==> src/rtl/fwd_hazard_unit.sv <==
// fwd_hazard_unit
//   Operand forwarding and RAW hazard control for a 5-stage in-order pipeline.
//   It keeps its own shadow copy of the EX/MEM/WB destination information.
//   From that copy it computes the registered bypass selects for the next EX
//   instruction. It also runs a small IDLE/STALL FSM that holds the ID stage
//   while a hazard cannot be bypassed.
//
// Ports
//   clk, rst                     clock, synchronous active-high reset
//   isForw_ON                    1 = bypass enabled, 0 = stall on every RAW hazard
//   flush                        taken branch/jump, kills the ID instruction
//   id_valid/regwrite/isload     ID-stage instruction attributes
//   id_op, id_rs1, id_rs2, id_rd ID-stage opcode and register fields
//   data1, data2, s_data         EX-stage register-file operands and store data
//   exmem_result, memwb_result   bypass sources
//   stall                        hold PC and IF/ID (combinational)
//   ex_bubble                    EX holds a bubble this cycle (registered)
//   forwA, forwB                 bypass selects of the EX instruction (registered)
//   operand1, operand2, sData    bypassed EX operands (combinational)
//   stall_cnt                    saturating count of stall cycles since reset
module fwd_hazard_unit #(
  parameter int DATA_W   = 32,
  parameter int REG_AW   = 5,
  parameter int LOAD_LAT = 1
) (
  input  logic              clk,
  input  logic              rst,
  input  logic              isForw_ON,
  input  logic              flush,
  input  logic              id_valid,
  input  logic              id_regwrite,
  input  logic              id_isload,
  input  logic [6:0]        id_op,
  input  logic [REG_AW-1:0] id_rs1,
  input  logic [REG_AW-1:0] id_rs2,
  input  logic [REG_AW-1:0] id_rd,
  input  logic [DATA_W-1:0] data1,
  input  logic [DATA_W-1:0] data2,
  input  logic [DATA_W-1:0] s_data,
  input  logic [DATA_W-1:0] exmem_result,
  input  logic [DATA_W-1:0] memwb_result,
  output logic              stall,
  output logic              ex_bubble,
  output logic [1:0]        forwA,
  output logic [1:0]        forwB,
  output logic [DATA_W-1:0] operand1,
  output logic [DATA_W-1:0] operand2,
  output logic [DATA_W-1:0] sData,
  output logic [15:0]       stall_cnt
);

  localparam logic [6:0] OP_R     = 7'b0110011;
  localparam logic [6:0] OP_S     = 7'b0100011;
  localparam logic [6:0] OP_B     = 7'b1100011;
  localparam logic [6:0] OP_LUI   = 7'b0110111;
  localparam logic [6:0] OP_AUIPC = 7'b0010111;
  localparam logic [6:0] OP_JAL   = 7'b1101111;

  localparam logic [0:0] ST_IDLE  = 1'b0;
  localparam logic [0:0] ST_STALL = 1'b1;

  typedef struct packed {
    logic              valid;
    logic              regwrite;
    logic              isload;
    logic [REG_AW-1:0] rd;
    logic [6:0]        op;
  } shadow_t;

  // index 0 = EX, 1 = MEM, 2 = WB
  shadow_t     r_shadow [0:2];
  logic [0:0]  r_state;
  logic [1:0]  r_cnt;
  logic [1:0]  r_forwA;
  logic [1:0]  r_forwB;
  logic        r_ex_bubble;
  logic [15:0] r_stall_cnt;

  logic       w_use_rs1, w_use_rs2;
  logic       w_ex_a, w_ex_b, w_mem_a, w_mem_b;
  logic       w_hazard, w_issue;
  logic [1:0] w_fwd_a, w_fwd_b;

  function automatic logic f_match(input shadow_t e, input logic [REG_AW-1:0] src);
    return e.valid && e.regwrite && (e.rd != '0) && (e.rd == src);
  endfunction

  function automatic logic [DATA_W-1:0] f_sel(input logic [1:0] sel,
                                               input logic [DATA_W-1:0] base);
    case (sel)
      2'b00:   return base;
      2'b01:   return exmem_result;
      2'b10:   return memwb_result;
      default: return '0;
    endcase
  endfunction

  // Which ID fields are real sources: rs1 is unused only by LUI/AUIPC/JAL,
  // rs2 is read only by register-register, store and branch formats.
  assign w_use_rs1 = !((id_op == OP_LUI) || (id_op == OP_AUIPC) || (id_op == OP_JAL));
  assign w_use_rs2 = (id_op == OP_R) || (id_op == OP_S) || (id_op == OP_B);

  assign w_ex_a  = w_use_rs1 && f_match(r_shadow[0], id_rs1);
  assign w_ex_b  = w_use_rs2 && f_match(r_shadow[0], id_rs2);
  assign w_mem_a = w_use_rs1 && f_match(r_shadow[1], id_rs1);
  assign w_mem_b = w_use_rs2 && f_match(r_shadow[1], id_rs2);

  // With bypassing only a load still in EX cannot be covered; without it any
  // in-flight producer in EX or MEM must drain. WB never conflicts because the
  // register file writes before it is read.
  assign w_hazard = id_valid && !flush &&
                    (isForw_ON ? (r_shadow[0].isload && (w_ex_a || w_ex_b))
                               : (w_ex_a || w_ex_b || w_mem_a || w_mem_b));

  // In STALL the countdown keeps the stall alive even once the hazard clears.
  always_comb begin
    stall = 1'b0;
    if (!rst && !flush) begin
      stall = w_hazard || ((r_state == ST_STALL) && (r_cnt != 2'd0));
    end
  end

  assign w_issue = id_valid && !stall && !flush;

  // EX match wins over MEM: it holds the younger value of the register.
  assign w_fwd_a = !isForw_ON ? 2'b00 : w_ex_a ? 2'b01 : w_mem_a ? 2'b10 : 2'b00;
  assign w_fwd_b = !isForw_ON ? 2'b00 : w_ex_b ? 2'b01 : w_mem_b ? 2'b10 : 2'b00;

  always_ff @(posedge clk) begin
    if (rst) begin
      for (int i = 0; i < 3; i++) begin
        r_shadow[i] <= '0;
      end
      r_forwA     <= 2'b00;
      r_forwB     <= 2'b00;
      r_ex_bubble <= 1'b1;
    end else begin
      r_shadow[2] <= r_shadow[1];
      r_shadow[1] <= r_shadow[0];
      if (w_issue) begin
        r_shadow[0] <= '{valid: 1'b1, regwrite: id_regwrite, isload: id_isload,
                         rd: id_rd, op: id_op};
        r_forwA     <= w_fwd_a;
        r_forwB     <= w_fwd_b;
      end else begin
        r_shadow[0] <= '0;
        r_forwA     <= 2'b00;
        r_forwB     <= 2'b00;
      end
      r_ex_bubble <= !w_issue;
    end
  end

  always_ff @(posedge clk) begin
    if (rst || flush) begin
      r_state <= ST_IDLE;
      r_cnt   <= 2'd0;
    end else begin
      case (r_state)
        ST_IDLE: begin
          if (w_hazard) begin
            r_state <= ST_STALL;
            r_cnt   <= 2'(LOAD_LAT - 1);
          end
        end
        default: begin
          if ((r_cnt == 2'd0) && !w_hazard) begin
            r_state <= ST_IDLE;
          end else if (r_cnt != 2'd0) begin
            r_cnt <= r_cnt - 2'd1;
          end
        end
      endcase
    end
  end

  always_ff @(posedge clk) begin
    if (rst) begin
      r_stall_cnt <= 16'd0;
    end else if (stall && (r_stall_cnt != 16'hFFFF)) begin
      r_stall_cnt <= r_stall_cnt + 16'd1;
    end
  end

  // forwB only matters for formats that actually read rs2 in EX: it steers
  // the ALU operand for R/B types and the store data for S type.
  always_comb begin
    operand2 = data2;
    sData    = s_data;
    if ((r_shadow[0].op == OP_R) || (r_shadow[0].op == OP_B)) begin
      operand2 = f_sel(r_forwB, data2);
    end else if (r_shadow[0].op == OP_S) begin
      sData = f_sel(r_forwB, s_data);
    end
  end

  assign operand1  = f_sel(r_forwA, data1);
  assign forwA     = r_forwA;
  assign forwB     = r_forwB;
  assign ex_bubble = r_ex_bubble;
  assign stall_cnt = r_stall_cnt;

endmodule
==> config.mk <==
export PLATFORM = sky130hd
export DESIGN_NAME = fwd_hazard_unit
export DESIGN_NICKNAME = d
export VERILOG_FILES = /design/src/rtl/fwd_hazard_unit.sv
export SDC_FILE = /design/constraint.sdc
export NUM_CORES = 1
export LEC_CHECK = 0
export BUFFER_PORTS_ARGS = -buffer_cell sky130_fd_sc_hd__buf_4
export CAP_MARGIN = 15
export CORE_AREA = 5 5 116 118
export CTS_CLUSTER_SIZE = 14
export DETAILED_ROUTE_END_ITERATION = 16
export DIE_AREA = 0 0 121 123
export PLACE_DENSITY = 0.76
export SYNTH_ARGS = -nofsm -noshare
export SYNTH_HDL_FRONTEND = slang
export SYNTH_SLANG_ARGS = --single-unit
==> constraint.sdc <==
create_clock -name clk -period 5.9 [get_ports clk]
set_clock_uncertainty 0.05 [all_clocks]
set_input_delay 0 -clock clk [delete_from_list [all_inputs] [get_ports clk]]
set_output_delay 0 -clock clk [all_outputs]
set_load 0.05 [all_outputs]
Word-level counts from Yosys, hierarchy flattened
Memories as Yosys holds them, arrays and structs flattened.
Cells that the tools add are included.

storage, ports and cells
  register bits = 24
  memory bits (writable) = 45
  logic and storage cells = 117
  memories kept = 1

operators by class
  add/sub/neg operators = 2
  equality and inequality tests = 20
  multiplexer cells = 32
  bitwise logic cells = 6
  reductions and logical operators = 48

memory list
  name      depth  bits a word  rd ports  clocked after Yosys merged registers in  write ports  line  RTL
  r_shadow  3      15           2         0                                        3            71    shadow_t r_shadow [0:2];

operators by type and width
  operator                                                                count
  32-bit case mux with 3 select lines                                     3
  32-bit two-way mux                                                      3
  15-bit two-way mux                                                      4
  7-bit by 6-bit equality test with 1-bit output (second input constant)  5
  7-bit equality test (second input constant)                             3
  1-bit logical AND                                                       21
  5-bit equality test                                                     4
  16-bit by 1-bit adder with 16-bit output (second input constant)        1
  1-bit two-way mux                                                       16
  16-bit != test (second input constant)                                  1
  2-bit two-way mux                                                       6
  1-bit logical OR                                                        10
  5-bit nonzero test                                                      2
  4-bit OR reduction                                                      2
  7-bit by 5-bit equality test with 1-bit output (second input constant)  1
  1-bit logical NOT                                                       6
  2-bit logical NOT                                                       3
  2-bit by 1-bit equality test with 1-bit output (second input constant)  2
  2-bit equality test (second input constant)                             2
  1-bit OR                                                                4
  2-bit nonzero test                                                      2
  3-bit AND reduction                                                     1
  3-bit OR reduction                                                      1
  2-bit by 1-bit != test with 1-bit output (second input constant)        1
  other kinds (3)                                                         4

Logic depth before layout (Yosys ltp)
Gate-level depths: netlist (run 1).

  word-level depth = 20
  mapped depth = 10

Worst setup path before layout (run 1)
OpenSTA, ideal clock, no wires.

  path type = reg-to-reg
  from = register r_stall_cnt[0] (netlist: stall_cnt[0])
  to = register r_stall_cnt[1] (netlist: stall_cnt[1])
  setup time = 0.123 ns
  data arrival time = 2.556 ns
  slack = 3.171 ns
  cell stages (with the launch flop) = 10
  period minus slack after synthesis = 2.729 ns
  path through = dfxtp_1 -> ha_1 -> nand2_1 -> nor2_1 -> and3_1 -> and3_1 -> clkbuf_1 -> buf_2 -> nor2_1 -> mux2_1

between the ends
  word-level cells in the longest chain between the ends = 2

ends and longest elaborated chain
  item                                                                              line  RTL
  start: declaration                                                                77    logic [15:0] r_stall_cnt;
  start signal: assignment                                                          181   r_stall_cnt <= r_stall_cnt + 16'd1;
  branches (longest 2 deep; another with 16-bit by 1-bit adder with 16-bit output)  n/a

Parallel ways; which one is timed is not known.
A chain may end at the register's enable or synchronous reset.

==> results of run 1 <==
how the worst max path moves through the flow:
stage / start / endpoint / slack [ns] / depth (start not counted)
4_1_cts: r_shadow[0][8] / forwB[1] / 2.91 / 7
6_report: r_shadow[0][8] / forwB[1] / 2.90 / 7
3_5_place_dp: r_shadow[0][8] / forwB[1] / 2.96 / 7
5_1_grt: r_shadow[0][8] / forwB[1] / 2.66 / 7
3_3_place_gp: r_shadow[0][8] / forwA[1] / 3.05 / 7
2_1_floorplan: stall_cnt[0] / stall_cnt[1] / 3.17 / 9
worst max-delay path, delay by kind of cell, from the launching register on:
kind             cells  cell delay [ns]
AND/OR/NAND/NOR      4             1.27
AO/OA/AOI/OAI        3             1.13
flip-flops           1             0.46
per-layer routing:
| layer | up-vias | GRT usage, % |
|---|---|---|
| met5 | - | 0 |
| met4 | 0 | 7.578 |
| met3 | 50 | 4.895 |
| met2 | 344 | 46.82 |
| met1 | 3010 | 33.14 |
| li1 | 2998 | - |
sequential cells by signal (all words and copies together), names as in the netlist:
register	flops
forwB	2
stall_cnt	16
ex_bubble	1
r_state	1
forwA	2
r_cnt	2
r_shadow	22
area by class of cell:
type,instances,area (um^2),share of cell area [%]
tap,172,215.2,2.815
sequential,46,1147,15.01
clock inverter,3,43.79,0.5727
clock buffer,5,125.1,1.636
timing repair buffer,335,2559,33.46
multi-input combinational,549,3522,46.06
inverter,9,33.78,0.4418
what timing repair did:
action | 4_1_cts | 5_1_grt
endpoints found under the hold margin | 20 | 0
endpoints found under the setup margin | 0 | 0
hold buffers | 16 | 0
kinds of logic (layout without fill, tap and decap cells):
logic type	after synthesis	in the layout
AO/OA/AOI/OAI	246	246
XOR/XNOR	21	21
adder cells (fa/ha/maj)	2	2
buffers and inverters	72	352
flip-flops	46	46
multiplexers	42	42
other	1	22
AND/OR/NAND/NOR	216	216
cells in the mapped netlist (2+ instances only):
master	n
buf_2	4
nor2_1	22
and3_1	5
buf_1	4
xnor2_1	10
or3_1	3
o311ai_1	2
o21ai_0	32
and2_1	16
edfxtp_1	22
o22ai_1	2
nand3_1	7
inv_1	6
mux2i_1	33
nand2b_1	2
or4_1	4
nor3_1	4
nor2b_1	82
a31oi_1	64
a21oi_1	3
nor3b_1	3
xor2_1	11
inv_2	3
a22oi_1	64
ha_1	2
nor4b_2	3
a41oi_1	2
nor4_2	5
dfxtp_1	24
nand4_1	5
mux2_1	9
o31ai_1	2
o21ai_1	64
nand2_1	49
o41ai_1	2
clkbuf_1	53
power by group through the flow:
stage                     Combinational, mW  Clock [mW]  Sequential [mW]
after floorplan                       0.222           0            0.357
after global placement                0.414           0            0.357
after detailed placement              0.418           0            0.357
after CTS                             0.427       0.329            0.350
after global routing                  0.454       0.338            0.351
final                                 0.430       0.326            0.350
metrics by stage:
stage          area [um^2]  power, mW
2_1_floorplan         4935     0.5784
3_3_place_gp          7306     0.7703
3_5_place_dp          7306     0.7746
4_1_cts               7635      1.106
5_1_grt               7646      1.143
6_report              7646      1.106
==> results.md, run 1 <==
* Crit-path cells: or4_1 -> o211ai_1 -> or4_1 -> a41oi_1 -> a211oi_2 -> nand2_1 -> nor3b_1
* DRC errors left at 0
* Compound-Gate Fraction of Synth Area at about a third
* Largest net degree at the start of global routing at 77
* Area share of the largest cell type after synthesis at 13.60%
* First-pass GRT wire length at 31,670 um
* Final Cycle Share at approximately 51%
* Area leader, netlist: edfxtp_1
* Sw Ratio at 33.93%
* Outcome: completed
* Max-cap violations at 0
* Xor and xnor fraction of the mapped netlist area at 3.788%
* Critical Path AT at ~3.2 ns
* Min Tclk post-route at roughly 3.0 ns
* Antenna violations before repair at 0
* Crit Path Category: register to register
* Gr usage total at 26.54%
* CP dominant cell by count: or4_1
* Non-Filler Instances at around 1,100
* Top Metal Used: met4
* Post-CTS Setup Bufs at 0
* CTS Buf Count at 5
* Grt total ovfl at 0
* Post-synth EDFFs at 22
* 1st-pass router iterations at 6
* Die height at ~120 um
* DR iter-0 viols at 691
* Pint at 0.7308 mW
* Yosys cell types at 54
* Main combinational cell family by area after synthesis: compound AO/OA/AOI/OAI gates
* Worst-path maximum fanout at 17
* Met2 routed WL at 10,610 um
* Root Driver: clkbuf_16
* N_diodes at 0
* Vias in the first global route at 5,710
* Final slew viol count at 0
* Synth Cell Area at between 4000 and 5000 um^2
* Worst Hold Depth at 2
* Endpoints failing setup at 0
* DRT antenna net count at 0
* LEAKAGE at 3.175 nW
* Largest cells by area after synthesis: edfxtp_1 14%, nor2b_1 11%, dfxtp_1 9.9%
* Reg-to-Reg Start: r_shadow[0][8]
* Destination of the worst hold path: stall_cnt[15]
* Post-layout util at 61.85%
* Detail Route met3 WL at 1748 um
* Combinational power share at 38.9%
* RR Endpoint: forwB[1]
* Clock-pin slew on the worst setup and hold paths at 0.07 ns
* Synth async-reset ratio at 0%
* Req. time, crit path at 6.05 ns
* Final wirelength at 21,500 um
* Setup slack, reg-to-reg at 2.90 ns
* Fin Setup TNS at 0 ns
* Mux cell area share after synthesis at 8.889%
* Worst-Skew Late Latency at 0.29 ns
* F_max at 332.8 MHz
* Hpwl dp at 15,860 um
* Clock Path Buffers at 2
* Inst Count DP at 1,094
* Via count at around 6,400
* Hold slack at around 0.050 ns
* Synthesized-area fraction occupied by adder cells at 0.5153%
* Simple-gate area share of the yosys netlist at 25.53%
* Htree depth at 2
* Met1 Wirelength at 8515 um
* Row count at 41
* PortBufs at approximately 310
* Share of layout cells above drive strength 1 at 36.85%
* Core area at 12,360 um^2
* Pwr Density at 144.7 nW/um^2
* Initial Utilization at 39.28%
* R2R depth at 7
* RSZ-0062 raised after global routing: no
* Worst slack, placed at 2.963 ns
* Origin of the worst min-delay path: rst
* Share of the yosys chip area belonging to registers at 23.50%
* Die Wd at about 120 um
* Switch Pwr at 0.3753 mW
* Worst path slowest cell: a211oi_2
* CP Launch Type: register
* Synth Register Bits at 46
* Post_cts resized at 0
* Most frequent cells in the layout: 318 x buf_4, 80 x nor2b_1, 64 x a31oi_1, 64 x a22oi_1, 64 x o21ai_1
* Die area at about 15,000 um^2
* CP Capture Type: register
* Seq pwr share at 31.7%
* CTS tree: built
* Worst setup margin at 2.895 ns
* Hold Path Class: primary input to register
* Avg Cell Area, Syn at 7.517 um^2
* CTS sink count at 46
* Warnings from Yosys at 0
* Worst Tran Pin Value at 0.8912 ns
* Fin. Hold Viols at 0
* Drt via density at 5.721
* Clock share of power at 29.5%
* VDD IR max at roughly 0.2 mV
* Syn-to-layout area delta at 57.46%
* Leading cell type in the layout, fill and taps excluded: buf_4
* Placer Congestion at 0.9208
* Final nets at 1,137
* FILL cells at 1,086
* Ports at 307
* Post-synth top flop: dfxtp_1
* Cells after synthesis at 646
* Rel. slew slack at 40.48%
* WL per Instance at 19.21 um
* CP max stage delay at 0.77 ns
(Power assumes the default switching activity.)
==> run 2: changes to the inputs <==
CORE_AREA = 5 5 115 117   (was 5 5 116 118)
DIE_AREA = 0 0 120 122   (was 0 0 121 123)
PLACE_DENSITY = 0.77   (was 0.76)
clock period = 3 ns   (was 5.9 ns; I/O delays follow)
==> run 2 against run 1 <==
Compared with the run above: wire length down 0.97%; final cell count down 1.6%; critical path depth up 3; worst setup slack worse by 2.6 ns; cell area about the same; worst hold slack better by 0.011 ns; die area down 1.6%; combinational power up 97%; register-to-register slack worse by 2.6 ns; via count down 0.41%; clock power up 63%; global-route usage up 0.28 points; critical endpoint is now stall_cnt[4].
==> results.md, run 2 (synthesis results as in run 1) <==
* Non-Filler Instances at 1,101 (was 1,119)
* Post_cts resized at 0 (unchanged)
* Final nets at 1,141 (was 1,137)
* CTS sink count at 46 (unchanged)
* CP max stage delay at 0.61 ns (was 0.77 ns)
* Vias in the first global route at 5,820 (was 5,710)
* Gr usage total at 26.82% (was 26.54%)
* Drt via density at 5.791 (was 5.721)
* CTS tree: built (unchanged)
* Hold slack at 0.06180 ns (was 0.05038 ns)
* CP Capture Type: register (unchanged)
* Antenna violations before repair at 0 (unchanged)
* CP dominant cell by count: a21oi_1 (was or4_1)
* PortBufs at 306 (unchanged)
* Rel. slew slack at 52.39% (was 40.48%)
* Syn-to-layout area delta at 57.38% (was 57.46%)
* Core area at 12,260 um^2 (was 12,360 um^2)
* 1st-pass router iterations at 7 (was 6)
* Worst-path maximum fanout at 22 (was 17)
* Initial Utilization at 39.61% (was 39.28%)
* Placer Congestion at 0.9263 (was 0.9208)
* Hpwl dp at 15,720 um (was 15,860 um)
* Min Tclk post-route at between 2 and 3 ns
* F_max at 363.4 MHz
* Worst path slowest cell: or4b_1 (was a211oi_2)
* Crit-path cells: dlygate4sd3_1 -> buf_4 -> and3_1 -> o2111ai_1 -> or4b_1 -> a21oi_1 -> nor3_2 -> buf_12 -> or4_1 -> a21oi_1 (was or4_1 -> o211ai_1 -> or4_1 -> a41oi_1 -> a211oi_2 -> nand2_1 -> nor3b_1)
* DRC errors left at 0 (unchanged)
* Final Cycle Share at between 90 and 100%
* LEAKAGE at 3.189 nW (was 3.175 nW)
* Htree depth at 2 (unchanged)
* Leading cell type in the layout, fill and taps excluded: buf_4 (unchanged)
* Ports at 307 (unchanged)
* Most frequent cells in the layout: 321 x buf_4, 80 x nor2b_1, 64 x a31oi_1, 64 x a22oi_1, 64 x o21ai_1 (was 318 x buf_4, 80 x nor2b_1, 64 x a31oi_1, 64 x a22oi_1, 64 x o21ai_1)
* Area of the multi-input gates at 3522 um^2 (unchanged)
* Setup slack, reg-to-reg at 0.28 ns (was 2.90 ns)
* Endpoints failing setup at 0 (unchanged)
* Fin. Hold Viols at 0 (unchanged)
* Post-CTS Setup Bufs at 0 (unchanged)
* Row count at 41 (unchanged)
* Clock Path Buffers at 2 (unchanged)
* Hold buffers post-CTS at 16 (unchanged)
* Critical Path AT at 2.92 ns (was 3.16 ns)
* FF+latch area at 1147 um^2 (unchanged)
* Die Wd at 120 um (was 121 um)
* Destination of the worst hold path: stall_cnt[15] (unchanged)
* Top reg by flops: r_shadow (unchanged)
* FILL cells at 1,115 (was 1,086)
* Reg-to-Reg Start: r_shadow[0][8] (unchanged)
* RR Endpoint: r_shadow[0][11] (was forwB[1])
* Placed Area at 7341 um^2 (was 7306 um^2)
* Post-layout util at 62.33% (was 61.85%)
* DR iter-0 viols at 728 (was 691)
* Origin of the worst min-delay path: rst (unchanged)
* VDD IR max at 0.2913 mV (was 0.2020 mV)
* Die area at 14,640 um^2 (was 14,880 um^2)
* Pwr Density at 270.5 nW/um^2 (was 144.7 nW/um^2)
* CTS Buf Count at 5 (unchanged)
* R2R depth at 7 (unchanged)
* First-pass GRT wire length at 31,910 um (was 31,670 um)
* Max-cap violations at 0 (unchanged)
* Fin area at 7642 um^2 (was 7646 um^2)
* WL per Instance at 19.33 um (was 19.21 um)
* Share of layout cells above drive strength 1 at 36.91% (was 36.85%)
* Inst Count DP at 1,077 (was 1,094)
* Die height at 122 um (was 123 um)
* Worst-Skew Late Latency at 0.28 ns (was 0.29 ns)
* Final wirelength at 21,290 um (was 21,500 um)
* Outcome: completed (unchanged)
* DRT antenna net count at 0 (unchanged)
* Fin Setup TNS at 0 ns (unchanged)
* N_diodes at 0 (unchanged)
* Root Driver: clkbuf_16 (unchanged)
* Hold Path Class: primary input to register (unchanged)
* Req. time, crit path at 3.16 ns (was 6.05 ns)
* CP Launch Type: primary input (was register)
* Worst Hold Depth at 2 (unchanged)
* Final slew viol count at 0 (unchanged)
* Grt total ovfl at 0 (unchanged)
* RSZ-0062 raised after global routing: no (unchanged)
* Clock-pin slew on the worst setup and hold paths at 0.06 ns (was 0.07 ns)
* Via count at 6,376 (was 6,402)
* Crit Path Category: primary input to register (was register to register)
* Worst Tran Pin Value at 0.7141 ns (was 0.8912 ns)
* Largest net degree at the start of global routing at 69 (was 77)
* Max reg flops at 22 (unchanged)
## run 2: stage by stage
stage / setup WS [ns] / power, mW
floorplan: 0.2708 / 1.138
global placement: 0.4260 / 1.516
detailed placement: 0.3110 / 1.523
CTS: 0.2601 / 2.070
global route: 0.04481 / 2.154
finish: 0.2479 / 2.067
## run 2: report_power, final
group	switching (mW)	internal [mW]
Sequential	0.0130	0.675
Combinational	0.477	0.369
Clock	0.224	0.309
Total	0.714	1.35
## run 2: how the worst max path moves through the flow
stage | cells after the start | slack, ns | start | to
after floorplan | 9 | 0.27 | stall_cnt[0] | stall_cnt[1]
after global placement | 8 | 0.43 | r_shadow[0][8] | stall_cnt[1]
after detailed placement | 7 | 0.31 | r_shadow[0][8] | r_shadow[0][13]
after CTS | 10 | 0.26 | id_op[6] | stall_cnt[6]
after global routing | 7 | 0.04 | r_shadow[0][8] | r_shadow[0][11]
final | 10 | 0.25 | id_op[6] | stall_cnt[4]
## run 2: critical path: cells and delay by family
| family | cells | cell delay (ns) |
|---|---|---|
| compound gates | 3 | 0.66 |
| buf+inv | 3 | 0.85 |
| simple gates | 4 | 1.40 |
## run 2: area by class of cell
type,count,area share [%]
multi-input cells,549,46.09
repair buffers,339,34.15
flip-flops and latches,46,15.01
well taps,150,2.456
clock buffers,6,1.686
inverters,9,0.4420
clock inverters,2,0.1637
## run 2: layer usage
layer	vias to the layer above	track usage [%]	routed length, um	part of all wire, %
met5	-	0	0	0
met4	0	9.664	793	3.7
met3	57	5.942	2075	9.7
met2	382	45.28	10350	49
met1	2943	33.70	8071	38
li1	2994	-	-	-
